[src/rtl/vga_timing_pipe.sv]
// Parametrised VGA timing generator with pixel clock-enable, frame-boundary run/stop and
// a DELAY-stage aligned copy of all timing signals. Optional colour-bar pattern: VGA_TIMING_PATTERN_EN.
module vga_timing_pipe #(
  parameter int H_ACTIVE = 640,
  parameter int H_FP     = 16,
  parameter int H_SYNC   = 96,
  parameter int H_BP     = 48,
  parameter int V_ACTIVE = 480,
  parameter int V_FP     = 11,
  parameter int V_SYNC   = 2,
  parameter int V_BP     = 31,
  parameter int HS_POL   = 0,
  parameter int VS_POL   = 0,
  parameter int DELAY    = 2,
  parameter int HW       = 10,
  parameter int VW       = 10
) (
  input  logic          clock,
  input  logic          reset,
  input  logic          pix_ce,
  input  logic          run,
  output logic [HW-1:0] hcount,
  output logic [VW-1:0] vcount,
  output logic          hsync,
  output logic          vsync,
  output logic          blank,
  output logic          line_start,
  output logic          frame_start,
  output logic [HW-1:0] del_hcount,
  output logic [VW-1:0] del_vcount,
  output logic          del_hsync,
  output logic          del_vsync,
  output logic          del_blank,
  output logic          active
`ifdef VGA_TIMING_PATTERN_EN
  ,
  output logic [7:0]    pat_red,
  output logic [7:0]    pat_green,
  output logic [7:0]    pat_blue
`endif
);

  localparam int H_TOTAL = H_ACTIVE + H_FP + H_SYNC + H_BP;
  localparam int V_TOTAL = V_ACTIVE + V_FP + V_SYNC + V_BP;
  localparam int PD      = (DELAY > 0) ? DELAY : 1;

  localparam logic [HW-1:0] H_LAST = HW'(H_TOTAL - 1);
  localparam logic [HW-1:0] H_VIS  = HW'(H_ACTIVE);
  localparam logic [HW-1:0] HS_BEG = HW'(H_ACTIVE + H_FP);
  localparam logic [HW-1:0] HS_END = HW'(H_ACTIVE + H_FP + H_SYNC);
  localparam logic [VW-1:0] V_LAST = VW'(V_TOTAL - 1);
  localparam logic [VW-1:0] V_VIS  = VW'(V_ACTIVE);
  localparam logic [VW-1:0] VS_BEG = VW'(V_ACTIVE + V_FP);
  localparam logic [VW-1:0] VS_END = VW'(V_ACTIVE + V_FP + V_SYNC);
  localparam logic          HS_ON  = 1'(HS_POL);
  localparam logic          VS_ON  = 1'(VS_POL);

  localparam logic [0:0] ST_IDLE = 1'b0;
  localparam logic [0:0] ST_RUN  = 1'b1;

  // Counter widths must hold the full line/frame length.
  if (H_TOTAL > (2 ** HW)) begin : g_bad_htotal
    $error("vga_timing_pipe: H_TOTAL does not fit in HW bits");
  end
  if (V_TOTAL > (2 ** VW)) begin : g_bad_vtotal
    $error("vga_timing_pipe: V_TOTAL does not fit in VW bits");
  end
  if (DELAY < 0 || DELAY > 8) begin : g_bad_delay
    $error("vga_timing_pipe: DELAY must be within 0..8");
  end

  logic [0:0]    state_r;
  logic [0:0]    state_n;
  logic [HW-1:0] h_n;
  logic [VW-1:0] v_n;
  logic          ls_n;
  logic          fs_n;
  logic          hs_n;
  logic          vs_n;
  logic          bl_n;

  // Next-state and next-counter evaluation; everything holds when pix_ce is low.
  always_comb begin
    state_n = state_r;
    h_n     = hcount;
    v_n     = vcount;
    ls_n    = 1'b0;
    fs_n    = 1'b0;
    if (pix_ce) begin
      case (state_r)
        ST_IDLE: begin
          h_n = {HW{1'b0}};
          v_n = {VW{1'b0}};
          if (run) begin
            state_n = ST_RUN;
            ls_n    = 1'b1;
            fs_n    = 1'b1;
          end else begin
            state_n = ST_IDLE;
          end
        end
        ST_RUN: begin
          if (hcount == H_LAST) begin
            h_n = {HW{1'b0}};
            if (vcount == V_LAST) begin
              v_n = {VW{1'b0}};
              // Stop is honoured only here, so a dropped run always finishes the frame.
              if (run) begin
                ls_n = 1'b1;
                fs_n = 1'b1;
              end else begin
                state_n = ST_IDLE;
              end
            end else begin
              v_n  = vcount + VW'(1);
              ls_n = 1'b1;
            end
          end else begin
            h_n = hcount + HW'(1);
          end
        end
        default: begin
          state_n = ST_IDLE;
          h_n     = {HW{1'b0}};
          v_n     = {VW{1'b0}};
        end
      endcase
    end else begin
      state_n = state_r;
    end
  end

  // Decode from the next counter values so registered syncs line up with the counters.
  always_comb begin
    hs_n = ~HS_ON;
    vs_n = ~VS_ON;
    if (state_n == ST_RUN) begin
      hs_n = ((h_n >= HS_BEG) && (h_n < HS_END)) ? HS_ON : ~HS_ON;
      vs_n = ((v_n >= VS_BEG) && (v_n < VS_END)) ? VS_ON : ~VS_ON;
    end else begin
      hs_n = ~HS_ON;
      vs_n = ~VS_ON;
    end
    bl_n = (h_n >= H_VIS) || (v_n >= V_VIS) || (state_n != ST_RUN);
  end

  // Undelayed timing registers.
  always_ff @(posedge clock or posedge reset) begin
    if (reset) begin
      state_r     <= ST_IDLE;
      hcount      <= {HW{1'b0}};
      vcount      <= {VW{1'b0}};
      hsync       <= ~HS_ON;
      vsync       <= ~VS_ON;
      blank       <= 1'b1;
      line_start  <= 1'b0;
      frame_start <= 1'b0;
    end else begin
      state_r     <= state_n;
      hcount      <= h_n;
      vcount      <= v_n;
      hsync       <= hs_n;
      vsync       <= vs_n;
      blank       <= bl_n;
      line_start  <= ls_n;
      frame_start <= fs_n;
    end
  end

  assign active = (state_r == ST_RUN);

  logic [HW-1:0] pipe_h  [PD];
  logic [VW-1:0] pipe_v  [PD];
  logic          pipe_hs [PD];
  logic          pipe_vs [PD];
  logic          pipe_bl [PD];

  if (DELAY == 0) begin : g_nodelay
    assign del_hcount = hcount;
    assign del_vcount = vcount;
    assign del_hsync  = hsync;
    assign del_vsync  = vsync;
    assign del_blank  = blank;
  end else begin : g_pipe
    // Shift register over the registered timing signals; advances only on pix_ce.
    always_ff @(posedge clock or posedge reset) begin
      if (reset) begin
        for (int i = 0; i < PD; i++) begin
          pipe_h[i]  <= {HW{1'b0}};
          pipe_v[i]  <= {VW{1'b0}};
          pipe_hs[i] <= ~HS_ON;
          pipe_vs[i] <= ~VS_ON;
          pipe_bl[i] <= 1'b1;
        end
      end else if (pix_ce) begin
        pipe_h[0]  <= hcount;
        pipe_v[0]  <= vcount;
        pipe_hs[0] <= hsync;
        pipe_vs[0] <= vsync;
        pipe_bl[0] <= blank;
        for (int i = 1; i < PD; i++) begin
          pipe_h[i]  <= pipe_h[i-1];
          pipe_v[i]  <= pipe_v[i-1];
          pipe_hs[i] <= pipe_hs[i-1];
          pipe_vs[i] <= pipe_vs[i-1];
          pipe_bl[i] <= pipe_bl[i-1];
        end
      end else begin
        pipe_h[0] <= pipe_h[0];
      end
    end
    assign del_hcount = pipe_h[PD-1];
    assign del_vcount = pipe_v[PD-1];
    assign del_hsync  = pipe_hs[PD-1];
    assign del_vsync  = pipe_vs[PD-1];
    assign del_blank  = pipe_bl[PD-1];
  end

`ifdef VGA_TIMING_PATTERN_EN
  localparam int BAR_W = H_ACTIVE / 8;

  function automatic logic [2:0] bar_rgb(input logic [HW-1:0] h);
    logic [2:0] bar;
    bar = 3'd0;
    for (int k = 1; k < 8; k++) begin
      if (int'(h) >= k * BAR_W) bar = bar + 3'd1;
    end
    case (bar)
      3'd0:    bar_rgb = 3'b111;
      3'd1:    bar_rgb = 3'b110;
      3'd2:    bar_rgb = 3'b011;
      3'd3:    bar_rgb = 3'b010;
      3'd4:    bar_rgb = 3'b101;
      3'd5:    bar_rgb = 3'b100;
      3'd6:    bar_rgb = 3'b001;
      default: bar_rgb = 3'b000;
    endcase
  endfunction

  // Values the del_* outputs take after this clock, so the pattern register lands aligned.
  logic [HW-1:0] dn_h;
  logic          dn_bl;
  logic [2:0]    rgb_n;

  if (DELAY == 0) begin : g_dn0
    assign dn_h  = h_n;
    assign dn_bl = bl_n;
  end else if (DELAY == 1) begin : g_dn1
    assign dn_h  = pix_ce ? hcount : del_hcount;
    assign dn_bl = pix_ce ? blank  : del_blank;
  end else begin : g_dnn
    assign dn_h  = pix_ce ? pipe_h[PD-2]  : del_hcount;
    assign dn_bl = pix_ce ? pipe_bl[PD-2] : del_blank;
  end

  assign rgb_n = dn_bl ? 3'b000 : bar_rgb(dn_h);

  // Colour-bar output registers.
  always_ff @(posedge clock or posedge reset) begin
    if (reset) begin
      pat_red   <= 8'h00;
      pat_green <= 8'h00;
      pat_blue  <= 8'h00;
    end else begin
      pat_red   <= {8{rgb_n[2]}};
      pat_green <= {8{rgb_n[1]}};
      pat_blue  <= {8{rgb_n[0]}};
    end
  end
`endif

endmodule

[config.mk]
export PLATFORM = sky130hd
export DESIGN_NAME = vga_timing_pipe
export DESIGN_NICKNAME = d
export VERILOG_FILES = /design/src/rtl/vga_timing_pipe.sv
export SDC_FILE = /design/constraint.sdc
export NUM_CORES = 1
export LEC_CHECK = 0
export BUFFER_PORTS_ARGS = -buffer_cell sky130_fd_sc_hd__buf_2
export CAP_MARGIN = 10
export CORE_MARGIN = 5
export CORE_UTILIZATION = 51
export CTS_CLUSTER_DIAMETER = 120
export DETAILED_ROUTE_END_ITERATION = 6
export HOLD_SLACK_MARGIN = 0.02
export MAX_ROUTING_LAYER = met4
export PLACE_DENSITY = 0.76
export SETUP_SLACK_MARGIN = 0.1
export SLEW_MARGIN = 20
export SYNTH_ARGS = -nofsm -noshare
export SYNTH_HDL_FRONTEND = slang
export SYNTH_SLANG_ARGS = --single-unit
export TNS_END_PERCENT = 50
[constraint.sdc]
create_clock -name clock -period 2.23 [get_ports clock]
set_input_delay 0.446 -clock clock [delete_from_list [all_inputs] [get_ports clock]]
set_output_delay 0.446 -clock clock [all_outputs]
set_load 0.03 [all_outputs]
# Word-level counts from Yosys, hierarchy flattened
# Index checks and enable logic that the tools add are counted.
# word_totals
ram_bits,0
n_memories,0
register_bits,72
elab_cells,57
mem_bits_ro,0
latch_bits,0
# classes
magnitude_cmp,6
n_reduce_logical,4
addsub,2
n_shift,0
n_mul,0
div,0
eq_ne,2
bitwise_logic,2
muxes,23
# ops
op,count
2-to-1 mux 10 bit,5
case mux 10 bit (2 select lines),2
adder 10 x 1 -> 10 bit (second input constant),2
equality test 10 bit (second input constant),2
greater-or-equal comparator 10 bit (second input constant),2
greater-or-equal comparator 10 x 9 -> 1 bit (second input constant),2
2-to-1 mux 1 bit,13
< comparator 10 bit (second input constant),1
< comparator 10 x 9 -> 1 bit (second input constant),1
case mux 1 bit (2 select lines),3
logical AND 1 bit,2
logical OR 1 bit,2
NOT 1 bit,2

# Depth between registers and ports, before layout
# Gate-level depths: netlist (run 1).
# logic_depth
depth_word,9
depth_mapped,7
depth_no_buf,7

# Worst setup path before layout (run 1)
# Ideal clock, no wire load.
# synth_path
path_kind,register to register
start,register hcount[0]
end,register blank
path_buffers,1
arrival_time_ns,2.101
setup_ns,0.088
setup_slack_ns,0.041
t_required_ns,2.142
stages_incl_launch_ff,8
cell_sequence,dfrtp_1 ha_1 nand4b_4 o32ai_4 a21boi_2 buf_6 nor4_2 or3_1
# synth_via
elab_chain_cells,7
word_cells_on_any_way,16
classes_between,1 x add/sub; 2 x order compare; 1 x eq/ne; 9 x mux; 1 x bitwise; 2 x reduce/logical
# synth_lines
element,line_no,rtl
start: declaration,22,"output logic [HW-1:0] hcount,"
start signal: assignment,151,hcount <= {HW{1'b0}};
start signal: assignment,160,hcount <= h_n;
adder 10 x 1 -> 10 bit / equality test 10 bit (equally long branches),"119, 103",
2-to-1 mux 10 bit,103,if (hcount == H_LAST) begin
case mux 10 bit (2 select lines),90,case (state_r)
2-to-1 mux 10 bit,89,if (pix_ce) begin
greater-or-equal comparator 10 bit / greater-or-equal comparator 10 x 9 -> 1 bit (equally long branches),144,bl_n = (h_n >= H_VIS) || (v_n >= V_VIS) || (state_n != ST_RUN);
logical OR 1 bit,144,
logical OR 1 bit (*),144,
net bl_n,80,logic bl_n;
end signal: assignment,164,blank <= bl_n;
end: declaration,26,"output logic blank,"
# Mark *: on every way through the listed nets, which the timed path passes. The rest lies on a longest branch.
# A chain may end at the register's enable or synchronous reset.

# Worst setup path after layout (run 1)
# layout_path
start,register hcount[6]
end,register vsync
# layout_via
elab_chain_cells,8
word_cells_on_any_way,12
classes_between,2 x order compare; 1 x eq/ne; 8 x mux; 1 x reduce/logical
# layout_lines
element,line_no,rtl
equality test 10 bit (*),103,
2-to-1 mux 10 bit,103,
case mux 10 bit (2 select lines),90,
2-to-1 mux 10 bit,89,
greater-or-equal comparator 10 x 9 -> 1 bit / < comparator 10 x 9 -> 1 bit (equally long branches),139,vs_n = ((v_n >= VS_BEG) && (v_n < VS_END)) ? VS_ON : ~VS_ON;
logical AND 1 bit,139,
2-to-1 mux 1 bit,139,
2-to-1 mux 1 bit (*),137,if (state_n == ST_RUN) begin
net vs_n,79,logic vs_n;
end signal: assignment,154,vsync <= ~VS_ON;
end signal: assignment,163,vsync <= vs_n;
end: declaration,25,"output logic vsync,"
# Marked as above.

==> summary.md, run 1 <==
| Metric | Value |
|---|---|
| Critical path class | flip-flop to flip-flop |
| Clock Sinks | 72 |
| TritonCTS clock tree | done |
| Most common cell in the netlist | dfrtp_1 |
| Status | finished clean |
| Seq pwr share | 0.469 |
| Dominant cells by area after synthesis | dfrtp_1 47%, mux2_2 16%, dfstp_2 7.1%, buf_4 4.5%, nor2_1 1.6% |
| Antenna viol nets, final | 0 |
| Final setup vio count | 0 |
| Max VDD drop | 0.000782 V |
| PwrDens | 874 nW/um^2 |
| Clock root cell | clkbuf_8 |
| Die Y-Extent | 90.7 um |
| Clock Path Buffers | 2 |
| Initial core utilization | 0.523 |
| #FFs+latches synth | 72 |
| Yosys top cell area share | 0.474 |
| Fin crit share | 0.909 |
| Placed cells | 378 |
| Vias per cell | 5.31 |
| Die X | 90.7 um |
| Post-synthesis sequential area ratio | 0.546 |
| Worst Setup Start Kind | flip-flop |
| Die Area | 8230 sq um |
| DRC | 0 |
| Post-synth EDFFs | 0 |
| Worst flop-to-flop path startpoint | hcount[6] |
| H-tree depth reported by CTS | 3 |
| Port Buffers | 52 |
| Most frequent cells after synthesis | 63 x dfrtp_1, 48 x mux2_2, 20 x buf_4 |
| Final Hold Fails | 0 |
| Largest net degree at the start of global routing | 73 |
| Flop2flop setup slack | 0.20 ns |
| Critical path data arrival time | 2.28 ns |
| Crit-path cells | nand4bb_4, nor4_2, nand2_1, xor2_1, nor4_2, o2111ai_1 |
| Row Count | 29 |
| I/O pins | 53 |
| Lkg Pwr | 1.88 nW |
| Pre-Repair DR Iteration Count | 4 |
| Mapped Cells | 263 |
| Initial antenna violation count | 0 |
| Max Cap Viol | 0 |
| Fraction of registers with async set/reset | 1.00 |
| Post-Synthesis Cell Area | 3320 sq um |
| Worst Tran Pin Value | 0.549 ns |
| Yosys top cell by area | dfrtp_1 |
| Switching share of power | 0.323 |
| Ys Warns | 0 |
| Via Count | 2,108 |
| FMAX | 493 MHz |
| WP data required | 2.49 ns |
| Post-synthesis cell type count | 49 |
| P_sw | 0.00109 W |
| GRT Total Usage | 0.175 |
| Worst Setup End Kind | flip-flop |
| Slew Limit Fails | 0 |
| Avg Inst Size Synth | 12.6 sq um |
| Placer Congestion | 0.936 |
| Clock Power Share | 0.290 |
| Cell internal pwr | 0.00229 W |
| Most used cell, CP | nor4_2 |
| Clock slew at reported path FFs | 0.08 ns |
| Crit-path max FO | 7 |
| Clk_lat worst skew | 0.35 ns |
| HPWL after DPL | 4560 um |
| Global-route wire length before repair | 11,100 um |
| RSZ-0062 raised after global routing | true |
| Critical path's slowest cell | dfrtp_2 |
| R2R depth | 6 |
| Share of layout cells above drive strength 1 | 0.500 |
| Total CTS buffers | 9 |
| HP Class | primary input to async pin |
| Ys flop type | dfrtp_1 |
| # hold bufs at CTS | 0 |
| Number of diodes | 0 |
| Core Region | 6350 sq um |
| Synth Net Count | 269 |
| Fill count | 525 |
| Layout Nets | 321 |
| Vias in the first global route | 2,246 |
| Part of the power in combinational logic | 0.241 |
| GR Overflow Total | 0 |
| Area Growth Syn to Fin | 16.2% |
| Drt total wl | 6570 um |
| Period minus WS final | 2.03 ns |
| Wirelength per Cell | 16.5 um |
| Relative slew margins | 0.634 |
| Initial DRC Count | 79 |
| Clk_skew | 0.00695 ns |
| Slowest cell delay on critical path | 0.44 ns |
| Total negative setup slack | 0 ns |
| Worst reg2reg path endpoint | vsync |
| Final Non-Filler Cells | 397 |
-- how the worst max path moves through the flow --
stage                          from    end  slack [ns]  cells past startpoint
final                     hcount[6]  vsync        0.20                      6
after detailed placement  vcount[0]  vsync        0.17                      7
after CTS                 vcount[0]  vsync        0.14                      7
after floorplan           hcount[0]  blank        0.04                      7
after global placement    vcount[0]  blank        0.17                      6
after global routing      vcount[0]  vsync        0.08                      7
-- through the flow --
step	setup slack (ns)	power, W	instance area (sq um)	utilization	hold WS (ns)
2_1_floorplan	0.0406	0.00222	3330	-	0.475
3_3_place_gp	0.168	0.00241	3620	0.570	0.482
3_5_place_dp	0.166	0.00242	3620	0.570	0.490
4_1_cts	0.136	0.00341	3800	0.599	0.203
5_1_grt	0.0812	0.00357	3860	0.608	0.226
6_report	0.203	0.00338	3860	0.608	0.199
-- placed cells by master, fill, tap and decap left out, types with 2 or more instances in the layout --
cell	netlist	layout
and2_1	3	3
buf_2	2	52
dfrtp_1	63	62
nand4b_1	2	2
nor2_1	14	14
mux2_2	48	48
clkinvlp_4	0	2
nand4_1	6	6
or3_1	6	6
clkbuf_8	0	9
buf_4	20	18
and3_1	4	4
inv_1	8	7
nand2_1	7	7
and4_1	2	2
xor2_1	6	5
xnor2_1	5	5
clkinv_2	0	5
dfstp_2	9	9
nor3_1	3	2
a21oi_1	3	3
o21ai_0	9	9
nand3_1	7	7
nor4_2	3	3
-- cell families (layout without fill, tap and decap cells) --
group	Yosys count	after routing	synth area share
buf+inv	38	95	0.0689
mux	49	49	0.166
simple gates	69	69	0.134
xor+xnor	11	11	0.0290
compound gates	22	22	0.0489
fa+ha+maj	2	2	0.00753
flops	72	72	0.546
-- layout make-up --
cell class	instances	area [sq um]	share of cell area
well taps	77	96.3	0.0249
clock inverters	7	62.6	0.0162
inverters	8	33.8	0.00875
flip-flops and latches	72	1810	0.470
repair buffers	71	415	0.108
multi-input cells	153	1320	0.341
clock buffers	9	124	0.0321
-- worst max-delay path: cells and delay by family, from the launching register on --
| kind | cells | cell delay, ns |
|---|---|---|
| xor gates and xnor gates | 1 | 0.18 |
| DFF | 1 | 0.44 |
| and+or+nand+nor | 4 | 1.16 |
| AOI/OAI and AO/OA | 1 | 0.16 |
-- routing by layer --
metal	share of wire	up-vias	global-route usage
met5	0	-	-
met4	0.015	0	0.0496
met3	0.046	11	0.0625
met2	0.49	45	0.271
met1	0.45	1043	0.218
li1	-	1009	-
-- flip-flops by register name, indices dropped and copies added (netlist names) --
| register | count |
|---|---|
| del_vcount | 10 |
| line_start | 1 |
| active | 1 |
| pipe_hs | 1 |
| pipe_v | 10 |
| pipe_h | 10 |
| pipe_vs | 1 |
| blank | 1 |
| vcount | 10 |
| pipe_bl | 1 |
| vsync | 1 |
| del_vsync | 1 |
| del_hsync | 1 |
| del_hcount | 10 |
| hcount | 10 |
| hsync | 1 |
| del_blank | 1 |
| frame_start | 1 |
-- power groups by stage --
stage | Clock [W] | Sequential, W | Combinational (W)
6_report | 0.000980 | 0.00158 | 0.000815
5_1_grt | 0.00107 | 0.00161 | 0.000891
4_1_cts | 0.00101 | 0.00159 | 0.000817
3_5_place_dp | 0 | 0.00161 | 0.000812
3_3_place_gp | 0 | 0.00160 | 0.000804
2_1_floorplan | 0 | 0.00171 | 0.000511
-- repair_timing --
item,in CTS,in global routing
setup endpoints to repair,0,9
setup buffers,0,3
hold endpoints to repair,0,0
gates resized for setup,0,8
(Power assumes the default switching activity.)
==> run 2: changes to the inputs <==
--- a/config.mk
+++ b/config.mk
@@ -8,12 +8,11 @@
 export BUFFER_PORTS_ARGS = -buffer_cell sky130_fd_sc_hd__buf_2
 export CAP_MARGIN = 10
 export CORE_MARGIN = 5
-export CORE_UTILIZATION = 51
+export CORE_UTILIZATION = 33
 export CTS_CLUSTER_DIAMETER = 120
 export DETAILED_ROUTE_END_ITERATION = 6
 export HOLD_SLACK_MARGIN = 0.02
 export MAX_ROUTING_LAYER = met4
-export PLACE_DENSITY = 0.76
 export SETUP_SLACK_MARGIN = 0.1
 export SLEW_MARGIN = 20
 export SYNTH_ARGS = -nofsm -noshare
==> summary.md, run 2 (synthesized netlist as in run 1, its figures left out) <==
| Metric | Value |
|---|---|
| Critical path class | flip-flop to flip-flop |
| Area Growth Syn to Fin | 19.5% |
| Fill count | 994 (+89%) |
| Crit-path max FO | 7 (unchanged) |
| Core Region | 9820 sq um (+55%) |
| Clk_skew | 0.00735 ns (+0.000400 ns) |
| Initial DRC Count | 96 (+22%) |
| DRC | 0 (unchanged) |
| Antenna viol nets, final | 0 (unchanged) |
| HP Class | primary input to async pin |
| Fin area | 3970 sq um (+2.8%) |
| Die Y-Extent | 110 um (+22%) |
| Initial antenna violation count | 0 (unchanged) |
| Cell Area, Placed | 3760 sq um (+3.9%) |
| Via Count | 2,189 (+3.8%) |
| CP bufs+invs | 0 (unchanged) |
| I/O pins | 53 (unchanged) |
| Vias per cell | 4.75 (-11%) |
| Slew Limit Fails | 0 (unchanged) |
| Crit-path leading delay family | simple AND/OR/NAND/NOR gates |
| Critical path's slowest cell | dfrtp_1 |
| RSZ-0062 raised after global routing | true |
| Clock Path Buffers | 2 (unchanged) |
| PwrDens | 834 nW/um^2 (-4.6%) |
| Slowest cell delay on critical path | 0.37 ns (-0.07 ns) |
| Worst Setup End Kind | flip-flop |
| Crit-path cells | nand4bb_4, or2_1, nor4_4, xnor2_1, nor4_2, or3_1 |
| Global-route wire length before repair | 11,800 um (+6.5%) |
| Final setup vio count | 0 (unchanged) |
| Placed cells | 445 (+18%) |
| Largest net degree at the start of global routing | 40 (-45%) |
| Port Buffers | 52 (unchanged) |
| Die X | 110 um (+22%) |
| Row Count | 36 (+24%) |
| Status | finished clean |
| Clk_lat worst skew | 0.33 ns (-0.02 ns) |
| Final Hold Fails | 0 (unchanged) |
| Vias in the first global route | 2,329 (+3.7%) |
| Fin crit share | 0.930 (+0.0211) |
| Final core occ | 0.404 (-0.204) |
| H-tree depth reported by CTS | 3 (unchanged) |
| Number of diodes | 0 (unchanged) |
| Switching share of power | 0.331 (+0.00785) |
| Clock root cell | clkbuf_8 |
| Pre-Repair DR Iteration Count | 4 (unchanged) |
| Initial core utilization | 0.338 (-0.185) |
| FMAX | 482 MHz (-2.3%) |
| Most frequent cells in the layout | 60 x dfrtp_1, 52 x buf_2, 48 x mux2_2 |
| Clock Sinks | 72 (unchanged) |
| Cell internal pwr | 0.00222 W (-3.0%) |
| Drt total wl | 7090 um (+8.0%) |
| Total CTS buffers | 9 (unchanged) |
| Placer Congestion | 0.882 (-5.8%) |
| GR Overflow Total | 0 (unchanged) |
| Worst Tran Pin Value | 0.507 ns (-0.0417 ns) |
| Clock Power Share | 0.267 (-0.023) |
| Layout Nets | 330 (+2.8%) |
| Max VDD drop | 0.000384 V (-51%) |
| Critical path data arrival time | 2.32 ns (+0.04 ns) |
| Share of layout cells above drive strength 1 | 0.515 (+0.0152) |
| P_sw | 0.00110 W (+0.48%) |
| Total negative setup slack | 0 ns (unchanged) |
| Period minus WS final | 2.07 ns (+0.0470 ns) |
| Most common cell after layout, fill and taps aside | dfrtp_1 |
| Clock slew at reported path FFs | 0.07 ns (about the same) |
| Die Area | 12,200 sq um (+48%) |
| HPWL after DPL | 5270 um (+16%) |
| WP data required | 2.48 ns (about the same) |
| Worst Setup Start Kind | flip-flop |
| Wirelength per Cell | 15.4 um (-7.0%) |
| Seq pwr share | 0.480 (+0.011) |
| Lkg Pwr | 1.91 nW (+1.5%) |
| Part of the power in combinational logic | 0.254 (+0.013) |
| TritonCTS clock tree | done |
| Relative slew margins | 0.662 (+0.0278) |
| GRT Total Usage | 0.132 (-0.0437) |
| Max Cap Viol | 0 (unchanged) |
| Final Non-Filler Cells | 461 (+16%) |
## run 2: changes by cell type in the layout (fill, tap and decap cells not counted), moves of 2 or more
cell      before  now
clkinv_2       5    3
dfrtp_1       62   60
dfrtp_2        1    3
buf_4         18   28
## run 2: cell type report
| cell class | instances | area [sq um] | share of cell area |
|---|---|---|---|
| Timing Repair Buffer | 80 | 470 | 0.118 |
| Inverter | 8 | 33.8 | 0.00851 |
| Clock buffer | 11 | 141 | 0.0356 |
| Clock inverter | 4 | 22.5 | 0.00567 |
| Sequential cell | 72 | 1820 | 0.457 |
| Tap cell | 133 | 166 | 0.0419 |
| Multi-Input combinational cell | 153 | 1320 | 0.332 |
## run 2: what timing repair did
item,4_1_cts,5_1_grt
endpoints found under the setup margin,2,3
resized for setup,3,7
hold buffers,0,0
hold endpoints to repair,0,0
setup buffers,0,1
pin swaps,0,1
gates cloned,0,0
## run 2: worst paths after layout
| check | startpoint | endpoint | slack, ns | depth (start not counted) |
|---|---|---|---|---|
| setup / recovery | hcount[5] | blank | 0.16 | 6 |
| hold / removal | reset | del_hcount[3] | 0.23 | 3 |
| setup reg to reg | hcount[5] | blank | 0.16 | 6 |
| hold reg to reg | pipe_h[18] | del_hcount[8] | 0.50 | 1 |
| max in group asynchronous | reset | blank | 1.59 | 3 |
| min in group clock | run | active | 0.38 | 3 |
## run 2: worst min-delay path, stage by stage
cell        delay (ns)
buf_2             0.11
clkinvlp_4        0.06
buf_4             0.37
## run 2: power groups by stage
stage               sequential [W]  clock (W)  combinational (W)
CTS                        0.00159   0.000924           0.000848
global placement           0.00161          0           0.000823
finish                     0.00159   0.000883           0.000841
detailed placement         0.00162          0           0.000842
floorplan                  0.00171          0           0.000511
global route               0.00161   0.000975           0.000914
## run 2: metrics by stage
step	hold WS (ns)	setup slack [ns]	power [W]
floorplan	0.475	0.0406	0.00222
global placement	0.483	0.0880	0.00243
detailed placement	0.490	0.0750	0.00246
CTS	0.232	0.122	0.00336
global route	0.261	0.0907	0.00350
finish	0.229	0.156	0.00331
## run 2: layer usage
layer / GRT usage / share of wire
met2: 0.207 / 0.49
met3: 0.0344 / 0.039
met1: 0.169 / 0.46
met4: 0.0369 / 0.0085
met5: - / 0
